### src/rtl/cpu_pkg.sv
// Shared definitions for the 16-bit pipelined CPU: instruction fields,
// the fetch FSM encoding and the HLT opcode check.
package cpu_pkg;

  localparam int INSTR_W    = 16;
  localparam int OPCODE_MSB = 15;
  localparam int OPCODE_LSB = 12;

  localparam logic [3:0]         OP_HLT       = 4'hF;
  localparam logic [INSTR_W-1:0] BUBBLE_INSTR = 16'h0000;

  typedef enum logic [1:0] {
    BOOT = 2'd0,
    RUN  = 2'd1,
    HALT = 2'd2
  } fetchState_e;

  function automatic logic isHlt(input logic [INSTR_W-1:0] instr);
    return instr[OPCODE_MSB:OPCODE_LSB] == OP_HLT;
  endfunction

endpackage

### src/rtl/fetch_skid.sv
// One-entry skid buffer that catches a returned instruction while decode is
// stalled. Clear wins over load, and load wins over drain.
module fetch_skid
  import cpu_pkg::*;
(
  input  logic               clk,
  input  logic               rst,
  input  logic               load,
  input  logic               drain,
  input  logic               clear,
  input  logic [INSTR_W-1:0] loadInstr,
  input  logic [INSTR_W-1:0] loadPcPlus2,
  output logic [INSTR_W-1:0] instr,
  output logic [INSTR_W-1:0] pcPlus2,
  output logic               valid
);

  always_ff @(posedge clk) begin
    if (rst) begin
      instr   <= BUBBLE_INSTR;
      pcPlus2 <= '0;
      valid   <= 1'b0;
    end else if (clear) begin
      valid <= 1'b0;
    end else if (load) begin
      instr   <= loadInstr;
      pcPlus2 <= loadPcPlus2;
      valid   <= 1'b1;
    end else if (drain) begin
      valid <= 1'b0;
    end
  end

endmodule

### src/rtl/fetch_stage.sv
// Instruction-fetch stage: owns the PC, talks to instruction memory over a
// req/ready handshake and fills the IF/ID register (with a one-entry skid).
//
// state | meaning
// BOOT  | first cycle after reset, no request issued
// RUN   | fetching normally
// HALT  | HLT delivered to IF/ID, fetch stopped until a redirect
module fetch_stage
  import cpu_pkg::*;
(
  input  logic               clk,
  input  logic               rst,
  input  logic               stall,
  input  logic               redirect,
  input  logic [INSTR_W-1:0] redirect_pc,
  output logic               imem_req,
  output logic [INSTR_W-1:0] imem_addr,
  input  logic               imem_ready,
  input  logic [INSTR_W-1:0] imem_data,
  output logic [INSTR_W-1:0] ifid_instr,
  output logic [INSTR_W-1:0] ifid_pc_plus2,
  output logic               ifid_valid,
  output logic               halted
);

  fetchState_e        state;
  fetchState_e        stateNext;
  logic [INSTR_W-1:0] pc;
  logic [INSTR_W-1:0] pcPlus2;
  logic [INSTR_W-1:0] reqAddr;
  logic               squash;

  logic               skidValid;
  logic [INSTR_W-1:0] skidInstr;
  logic [INSTR_W-1:0] skidPcPlus2;

  logic accept;
  logic acceptLive;
  logic deliverNew;
  logic deliverSkid;
  logic skidLoad;
  logic haltDeliver;

  assign pcPlus2 = pc + 16'd2;

  // While a squashed request is outstanding, pc already holds the redirect
  // target, so the old address is replayed from reqAddr.
  assign imem_addr = squash ? reqAddr : pc;

  assign accept      = imem_req & imem_ready;
  assign acceptLive  = accept & ~squash;
  assign deliverNew  = acceptLive & ~stall & ~redirect;
  assign deliverSkid = skidValid & ~stall & ~redirect;
  assign skidLoad    = acceptLive & stall & ~redirect;
  assign haltDeliver = (deliverNew & isHlt(imem_data)) |
                       (deliverSkid & isHlt(skidInstr));

  fetch_skid uSkid (
    .clk        (clk),
    .rst        (rst),
    .load       (skidLoad),
    .drain      (deliverSkid),
    .clear      (redirect),
    .loadInstr  (imem_data),
    .loadPcPlus2(pcPlus2),
    .instr      (skidInstr),
    .pcPlus2    (skidPcPlus2),
    .valid      (skidValid)
  );

  always_ff @(posedge clk) begin
    if (rst) begin
      state <= BOOT;
    end else begin
      state <= stateNext;
    end
  end

  always_comb begin
    stateNext = state;
    unique case (state)
      BOOT: stateNext = RUN;
      RUN: begin
        if (redirect) begin
          stateNext = RUN;
        end else if (haltDeliver) begin
          stateNext = HALT;
        end
      end
      HALT: begin
        if (redirect) begin
          stateNext = RUN;
        end
      end
      default: stateNext = BOOT;
    endcase
  end

  always_comb begin
    imem_req = (state == RUN) & ~skidValid;
    halted   = (state == HALT);
  end

  always_ff @(posedge clk) begin
    if (rst) begin
      pc            <= '0;
      reqAddr       <= '0;
      squash        <= 1'b0;
      ifid_instr    <= BUBBLE_INSTR;
      ifid_pc_plus2 <= '0;
      ifid_valid    <= 1'b0;
    end else begin
      reqAddr <= imem_addr;
      if (redirect) begin
        pc         <= {redirect_pc[INSTR_W-1:1], 1'b0};
        squash     <= imem_req & ~imem_ready;
        ifid_instr <= BUBBLE_INSTR;
        ifid_valid <= 1'b0;
      end else begin
        if (accept & squash) begin
          squash <= 1'b0;
        end
        if (acceptLive) begin
          pc <= pcPlus2;
        end
        if (deliverNew) begin
          ifid_instr    <= imem_data;
          ifid_pc_plus2 <= pcPlus2;
          ifid_valid    <= 1'b1;
        end else if (deliverSkid) begin
          ifid_instr    <= skidInstr;
          ifid_pc_plus2 <= skidPcPlus2;
          ifid_valid    <= 1'b1;
        end else if (!stall) begin
          ifid_valid <= 1'b0;
        end
      end
    end
  end

endmodule

### config.mk
export PLATFORM = sky130hd
export DESIGN_NAME = fetch_stage
export DESIGN_NICKNAME = d
export VERILOG_FILES = /design/src/rtl/cpu_pkg.sv /design/src/rtl/fetch_skid.sv /design/src/rtl/fetch_stage.sv
export SDC_FILE = /design/constraint.sdc
export NUM_CORES = 1
export LEC_CHECK = 0
export ABC_AREA = 1
export BUFFER_PORTS_ARGS = -buffer_cell sky130_fd_sc_hd__buf_2
export CAP_MARGIN = 40
export CORE_MARGIN = 2
export CORE_UTILIZATION = 55
export CTS_CLUSTER_DIAMETER = 80
export DETAILED_ROUTE_END_ITERATION = 8
export PLACE_DENSITY_LB_ADDON = 0.1
export SETUP_SLACK_MARGIN = 0.5
export SKIP_LAST_GASP = 1
export SLEW_MARGIN = 10
export SYNTH_ARGS = -nofsm -noshare
export SYNTH_HDL_FRONTEND = slang
export SYNTH_SLANG_ARGS = --single-unit
### constraint.sdc
create_clock -name clk -period 1.95 [get_ports clk]
set_input_delay 0.2925 -clock clk [delete_from_list [all_inputs] [get_ports clk]]
set_output_delay 0.2925 -clock clk [all_outputs]
set_load 0.005 [all_outputs]
==> results of run 1 <==
worst paths after layout:
| check | end | cells past startpoint |
|---|---|---|
| max | uSkid.pcPlus2[3] | 8 |
| min | uSkid.instr[7] | 3 |
| max reg2reg | uSkid.pcPlus2[3] | 8 |
| min reg2reg | reqAddr[0] | 2 |
flip-flops by register name, indices dropped and copies added, names as in the netlist:
register,flops
ifid_pc_plus2,15
ifid_valid,1
pc,15
uSkid.valid,1
uSkid.instr,16
reqAddr,16
state,2
ifid_instr,16
uSkid.pcPlus2,15
squash,1
where the power goes:
group	internal (µW)	leakage (µW)	switching, µW	total [µW]
clock network	616	0.0000988	776	1390
logic	218	0.00173	304	522
registers	2070	0.000803	64.6	2130
total	2900	0.00264	1140	4050
area by class of cell:
| class | count | area [µm²] |
|---|---|---|
| sequential | 98 | 1990 |
| tap | 102 | 128 |
| multi-input combinational | 440 | 2420 |
| inverter | 42 | 188 |
| timing repair buffer | 126 | 898 |
| clock buffer | 9 | 124 |
| fill | 613 | 1940 |
| clock inverter | 7 | 82.6 |
synth_stat cells (2+ instances only):
master,number,area (µm²)
inv_2,5,18.8
inv_1,35,131
o21ai_0,28,140
nand2_1,183,687
nor2_1,74,278
a31oi_1,21,131
o211ai_1,2,15.0
buf_6,6,67.6
dfxtp_1,98,1960
o21ai_1,12,60.1
nor3_2,2,20.0
buf_4,4,30.0
buf_1,2,7.51
nand3_1,44,220
nand4_1,4,25.0
a21oi_2,11,96.3
nand2_2,2,12.5
a211oi_2,2,25.0
nor2_8,2,40.0
clkbuf_1,15,56.3
nor3_1,2,10.0
a21oi_1,31,155
inv_4,2,12.5
buf_2,6,30.0
xor2_1,6,52.6
what timing repair did:
action / 4_1_cts / 5_1_grt
pin swaps: 13 / 17
setup buffers: 23 / 3
setup endpoints to repair: 94 / 95
gates resized for setup: 59 / 69
gates cloned: 1 / 1
worst reg2reg max path: cells and delay by family (launching register included):
kind | cells | cell delay, ns
buf+inv | 2 | 0.28
simple gates | 5 | 0.59
compound gates | 1 | 0.18
flops | 1 | 0.41
per-layer routing:
layer / part of all wire / track usage / up-vias
met5: 0 / 0 / -
met1: 0.41 / 0.378 / 2111
li1: - / - / 2196
met2: 0.49 / 0.474 / 201
met3: 0.091 / 0.0490 / 15
met4: 0.010 / 0.0845 / 0
cell families (layout without fill, tap and decap cells):
logic type      count (synthesis)  after routing  share of synthesized area
flops                          98             98                      0.444
buf+inv                        75            184                     0.0801
xor+xnor                        7              7                     0.0139
fa+ha+maj                       2              2                    0.00509
simple gates                  319            319                      0.308
other cells                     1              1                   0.000848
compound gates                111            111                      0.148
cells in the final DEF, fill, tap and decap left out, types with 10 or more instances in the layout:
cell type and count:
nand2_1 149, dfxtp_1 84, buf_2 84, nor2_1 63, nand3_1 43, inv_1 33, a21oi_1 28, o21ai_0 28
buf_4 24, a31oi_1 21, nand2_2 19, nand2_4 17, a21oi_2 13, o21ai_1 11, dfxtp_2 10
per-stage QoR:
stage | hold WS [ns] | setup WS (ns) | utilization | std cells | total power, µW
after floorplan | 0.426 | 0.535 | - | 613 | 2400
after global placement | 0.435 | 0.312 | 0.630 | 780 | 2540
after detailed placement | 0.440 | 0.277 | 0.630 | 780 | 2550
after CTS | 0.144 | 0.436 | 0.711 | 820 | 3970
after global routing | 0.153 | 0.356 | 0.750 | 824 | 4190
final | 0.137 | 0.424 | 0.750 | 824 | 4050
==> impl_results.md, run 1 <==
* RSZ-0062 raised after global routing: yes
* YS warnings at 0
* CP Max Fanout at 8
* Routed vias at around 4500
* Origin of the worst setup path: state[0]
* Mapped Nets at between 600 and 700
* Critical path startpoint category: register
* H-tree depth reported by CTS at 3
* Root Driver: clkbuf_8
* IO Pins at between 80 and 90
* Mapped Area at 0.00442 mm²
* Drt wl/cell at roughly 16 µm
* GRT overflow at 0
* Max-Cap Viols at 0
* PD cells at 694 mW/mm²
* Setup violators final at 0
* Final nets at between 700 and 800
* Share of cells above drive strength 1 at 0.338
* Slew of the pin with the lowest slew margin at 0.535 ns
* Final hold vios at 0
* CTS tree: built
* Kind of critical path: register to register
* Hold_sp: imem_data[7]
* FF-to-FF Start: state[0]
* Final min period at 1.53 ns
* IO buf count at 85
* Largest net degree at the start of global routing at 37
* Initial antenna violation count at 0
* Cts hold-fix bufs at 0
* Max stage delay on crit path at 0.41 ns
* Row count at 32
* Post-Route WL at 12800 µm
* Worst path bufs/invs at 2
* Clk pin slew, worst setup/hold paths at 0.10 ns
* Reg2reg setup slack at around 0.42 ns
* Cell Chain, Critical Path: nand3_4 -> nor2_8 -> nand2_8 -> nor2_8 -> buf_12 -> buf_12 -> nor2_4 -> a211oi_2
* Die H at 93.7 µm
* Cell family with most CP delay: simple AND/OR/NAND/NOR gates
* Skew-Pair Late Insertion Delay at 0.38 ns
* Die W at 93.7 µm
* Number of synthesized flops with an enable pin at 0
* DRT iter0 DRCs at 392
* Routed Antenna Nets at 0
* #FFs+latches synth at 98
* Initial core utilization at 0.569
* Die footprint at 0.00877 mm²
* Peak supply drop at 0.521 mV
* Async S/R FF share, synth at 0
* Max-slew violation count at 0
* Global-route wire length before repair at 19700 µm
* Post-Route Setup TNS at 0 ns
* Crit end category: register
* Final period utilization at 0.783
* Worst slew margin at 0.643
* Gr usage total at 0.284
* Clk_skew at 0.00913 ns
* DRT Pass-1 Iters at 6
* ANT cells at 0
* Post-synth cell types at 39
* Avg Inst Size Synth at 7.21 µm²
* CTS sink cnt at 98
* HP Class: primary input to register
* Post-route cell area at 0.00583 mm²
* DP HPWL at roughly 8000 µm
* Vias per inst at 5.49
* Max Root-Sink Buffers at 2
* Fmax achieved at 0.655 GHz
* DRC Markers at 0
* Status: finished, final reports clean
* Core area at ~0.008 mm²
* Syn Inst Count at 613
* Leak at 0.00264 µW
* GPL Wtd Cong at 0.912
* Data arrival, critical path at ~1.8 ns
* CP max-delay cell: dfxtp_2
* Required time of the critical path at 2.25 ns
* Dpl cell area at 0.00490 mm²
* Vias in the first global route at 4110
* Synth Flop Type: dfxtp_1
* Sequential area share after synthesis at 0.444
* Layout area overhead at 31.8%
* Num CTS Buffers at 9
(Power assumes the default switching activity.)
==> run 2: changes to the inputs <==
==> constraint.sdc (replaced) <==
create_clock -name clk -period 1.5 [get_ports clk]
set_input_delay 0.225 -clock clk [delete_from_list [all_inputs] [get_ports clk]]
set_output_delay 0.225 -clock clk [all_outputs]
set_load 0.005 [all_outputs]
==> run 2 against run 1 <==
  * The flow now finishes with violations (negative setup slack)
  * Critical path type unchanged
  * Routed wire length increased by 17%
  * Final cell count rose by 3.9%
  * Via count grew 9.4%
  * Combinational power rose by 59%
  * Clock power is 52% higher
  * Non-clock buffer count increased by 30
  * Worst setup slack lost 0.48 ns
  * First-iteration DRC count up 5.6%
  * Fmax decreased by 1.9%
  * Critical path depth did not move
  * Utilization grew 9.4 points
==> impl_results.md, run 2 (synthesis gave the netlist of run 1 again) <==
* Status: finished, violations left
* Failing checks: negative setup slack
* Max-slew violation count at 0
* Final setup margin at -0.0565 ns
* Cts hold-fix bufs at 0
* Routed Antenna Nets at 0
* GPL Wtd Cong at 0.875
* RSZ-0062 raised after global routing: yes
* H-tree depth reported by CTS at 3
* Most common cell after layout, fill and taps aside: nand2_1
* PD cells at a little under 900 mW/mm²
* Largest net degree at the start of global routing at 35
* Vias in the first global route at ~4200
* DRT Pass-1 Iters at 5
* Origin of the worst setup path: pc[7]
* Peak supply drop at 0.735 mV
* Comb pwr share at 0.146
* Drt wl/cell at around 17 µm
* Slew of the pin with the lowest slew margin at 0.550 ns
* Clock group share of total power at 0.369
* Required time of the critical path at 1.76 ns
* Vias per inst at 5.78
* Max-Cap Viols at 0
* DRT iter0 DRCs at roughly 410
* DP HPWL at ~8000 µm
* Flop pwr share at 0.485
* Die W at roughly 94 µm
* Internal power at approximately 4200 µW
* Post-Route WL at 14900 µm
* IO Pins at 88
* Root Driver: clkbuf_8
* Final min period at 1.56 ns
* Final period utilization at 1.04
* Row count at 32
* Share of cells above drive strength 1 at 0.450
* Inst Count DP at between 700 and 800
* Switch share at 0.262
* Global-route wire length before repair at 20000 µm
* Die footprint at 0.00877 mm²
* Data arrival, critical path at roughly 1.8 ns
* FF-to-FF Start: pc[7]
* Layout area overhead at 48.3%
* Initial antenna violation count at 0
* Final nets at 787
* Commonest non-fill, non-tap cells in the layout: 140 x nand2_1, 71 x buf_2, 63 x nor2_1, 53 x dfxtp_1
* CTS tree: built
* Gr usage total at 0.288
* Max Root-Sink Buffers at 2
* CTS sink cnt at roughly 100
* Routed vias at roughly 4900
* GRT overflow at 0
* Leak at 0.00293 µW
* Fmax achieved at about 0.64 GHz
* Clk pin slew, worst setup/hold paths at 0.10 ns
* Setup violators final at 6
* ANT cells at 0
* Core area at 0.00777 mm²
* CP Max Fanout at 4
* Final hold vios at 0
* HP Class: primary input to register
* Largest registers: ifid_instr: 16 flops, reqAddr: 16 flops, uSkid.instr: 16 flops
* Die H at 93.7 µm
* Sw power at 1500 µW
* Worst slew margin at 0.633
* Clk_skew at 0.0140 ns
* Fillers at roughly 440
* Kind of critical path: register to register
* DRC Markers at 0
* Non-Filler Instances at 856
* Hold_sp: imem_data[8]
* IO buf count at 85
* Crit end category: register
* Total power at approximately 5700 µW
* Skew-Pair Late Insertion Delay at 0.37 ns
* Critical path startpoint category: register
* Initial core utilization at 0.569
* Num CTS Buffers at 9
-- run 2: cell count changes in the layout (fill, tap and decap cells not counted), moves of 6 or more --
cell     previous run  this run
a21oi_2            13        22
dfxtp_1            84        53
a21oi_1            28        20
o21ai_0            28        20
nand2_1           149       140
o21ai_2             1         7
dfxtp_2            10        38
buf_4              24        40
buf_2              84        71
nand2_2            19        26
buf_6               8        27
-- run 2: final cells by class --
class / instances / area [µm²] / share of cell area
Clock buffer: 12 / 145 / 0.0221
Clock inverter: 4 / 98.8 / 0.0151
Inverter: 42 / 213 / 0.0325
Multi-Input combinational cell: 440 / 2580 / 0.394
Sequential cell: 98 / 2040 / 0.311
Tap cell: 102 / 128 / 0.0195
Timing Repair Buffer: 156 / 1330 / 0.203
Timing Repair inverter: 2 / 17.5 / 0.00267
-- run 2: worst paths after layout --
path,end,slack (ns),cells past startpoint
hold / removal,uSkid.instr[8],0.08,3
setup reg to reg,uSkid.pcPlus2[14],-0.06,8
setup / recovery,uSkid.pcPlus2[14],-0.06,8
hold reg to reg,reqAddr[0],0.46,2
-- run 2: critical path, stage by stage (launching register included) --
cell,delay (ns)
dfxtp_2,0.42
nand2_1,0.13
nor2_1,0.20
buf_4,0.16
nand4_1,0.19
nand2_1,0.14
nand2_1,0.08
o211ai_1,0.08
inv_1,0.05
-- run 2: power by group through the flow --
stage	combinational (µW)	sequential [µW]	clock, µW
after global routing	887	2780	2210
after floorplan	356	2800	0
final	832	2770	2110
after CTS	646	2750	2100
after detailed placement	561	2820	0
after global placement	547	2810	0
-- run 2: stage by stage --
stage | utilization | area, µm² | hold WS, ns | setup TNS, ns | setup WS (ns)
6_report | 0.844 | 6550 | 0.0842 | -0.140 | -0.0565
2_1_floorplan | - | 4580 | 0.360 | 0 | 0.167
5_1_grt | 0.844 | 6550 | 0.0883 | -1.47 | -0.0971
4_1_cts | 0.759 | 5890 | 0.0807 | 0 | 0.0281
3_3_place_gp | 0.664 | 5160 | 0.437 | 0 | 0.0609
3_5_place_dp | 0.664 | 5160 | 0.440 | 0 | 0.0255
-- run 2: repair_timing --
item	in CTS	in global routing
gates cloned	4	4
hold endpoints to repair	0	0
setup buffers	17	22
pin swaps	19	35
setup endpoints to repair	132	132
resized for setup	98	108
-- run 2: layer usage --
metal	GRT usage	wire length, µm	vias to the layer above
li1	-	-	2264
met2	0.493	7350	285
met3	0.0385	1270	51
met1	0.382	5890	2349
met4	0.0833	416	0
met5	0	0	-
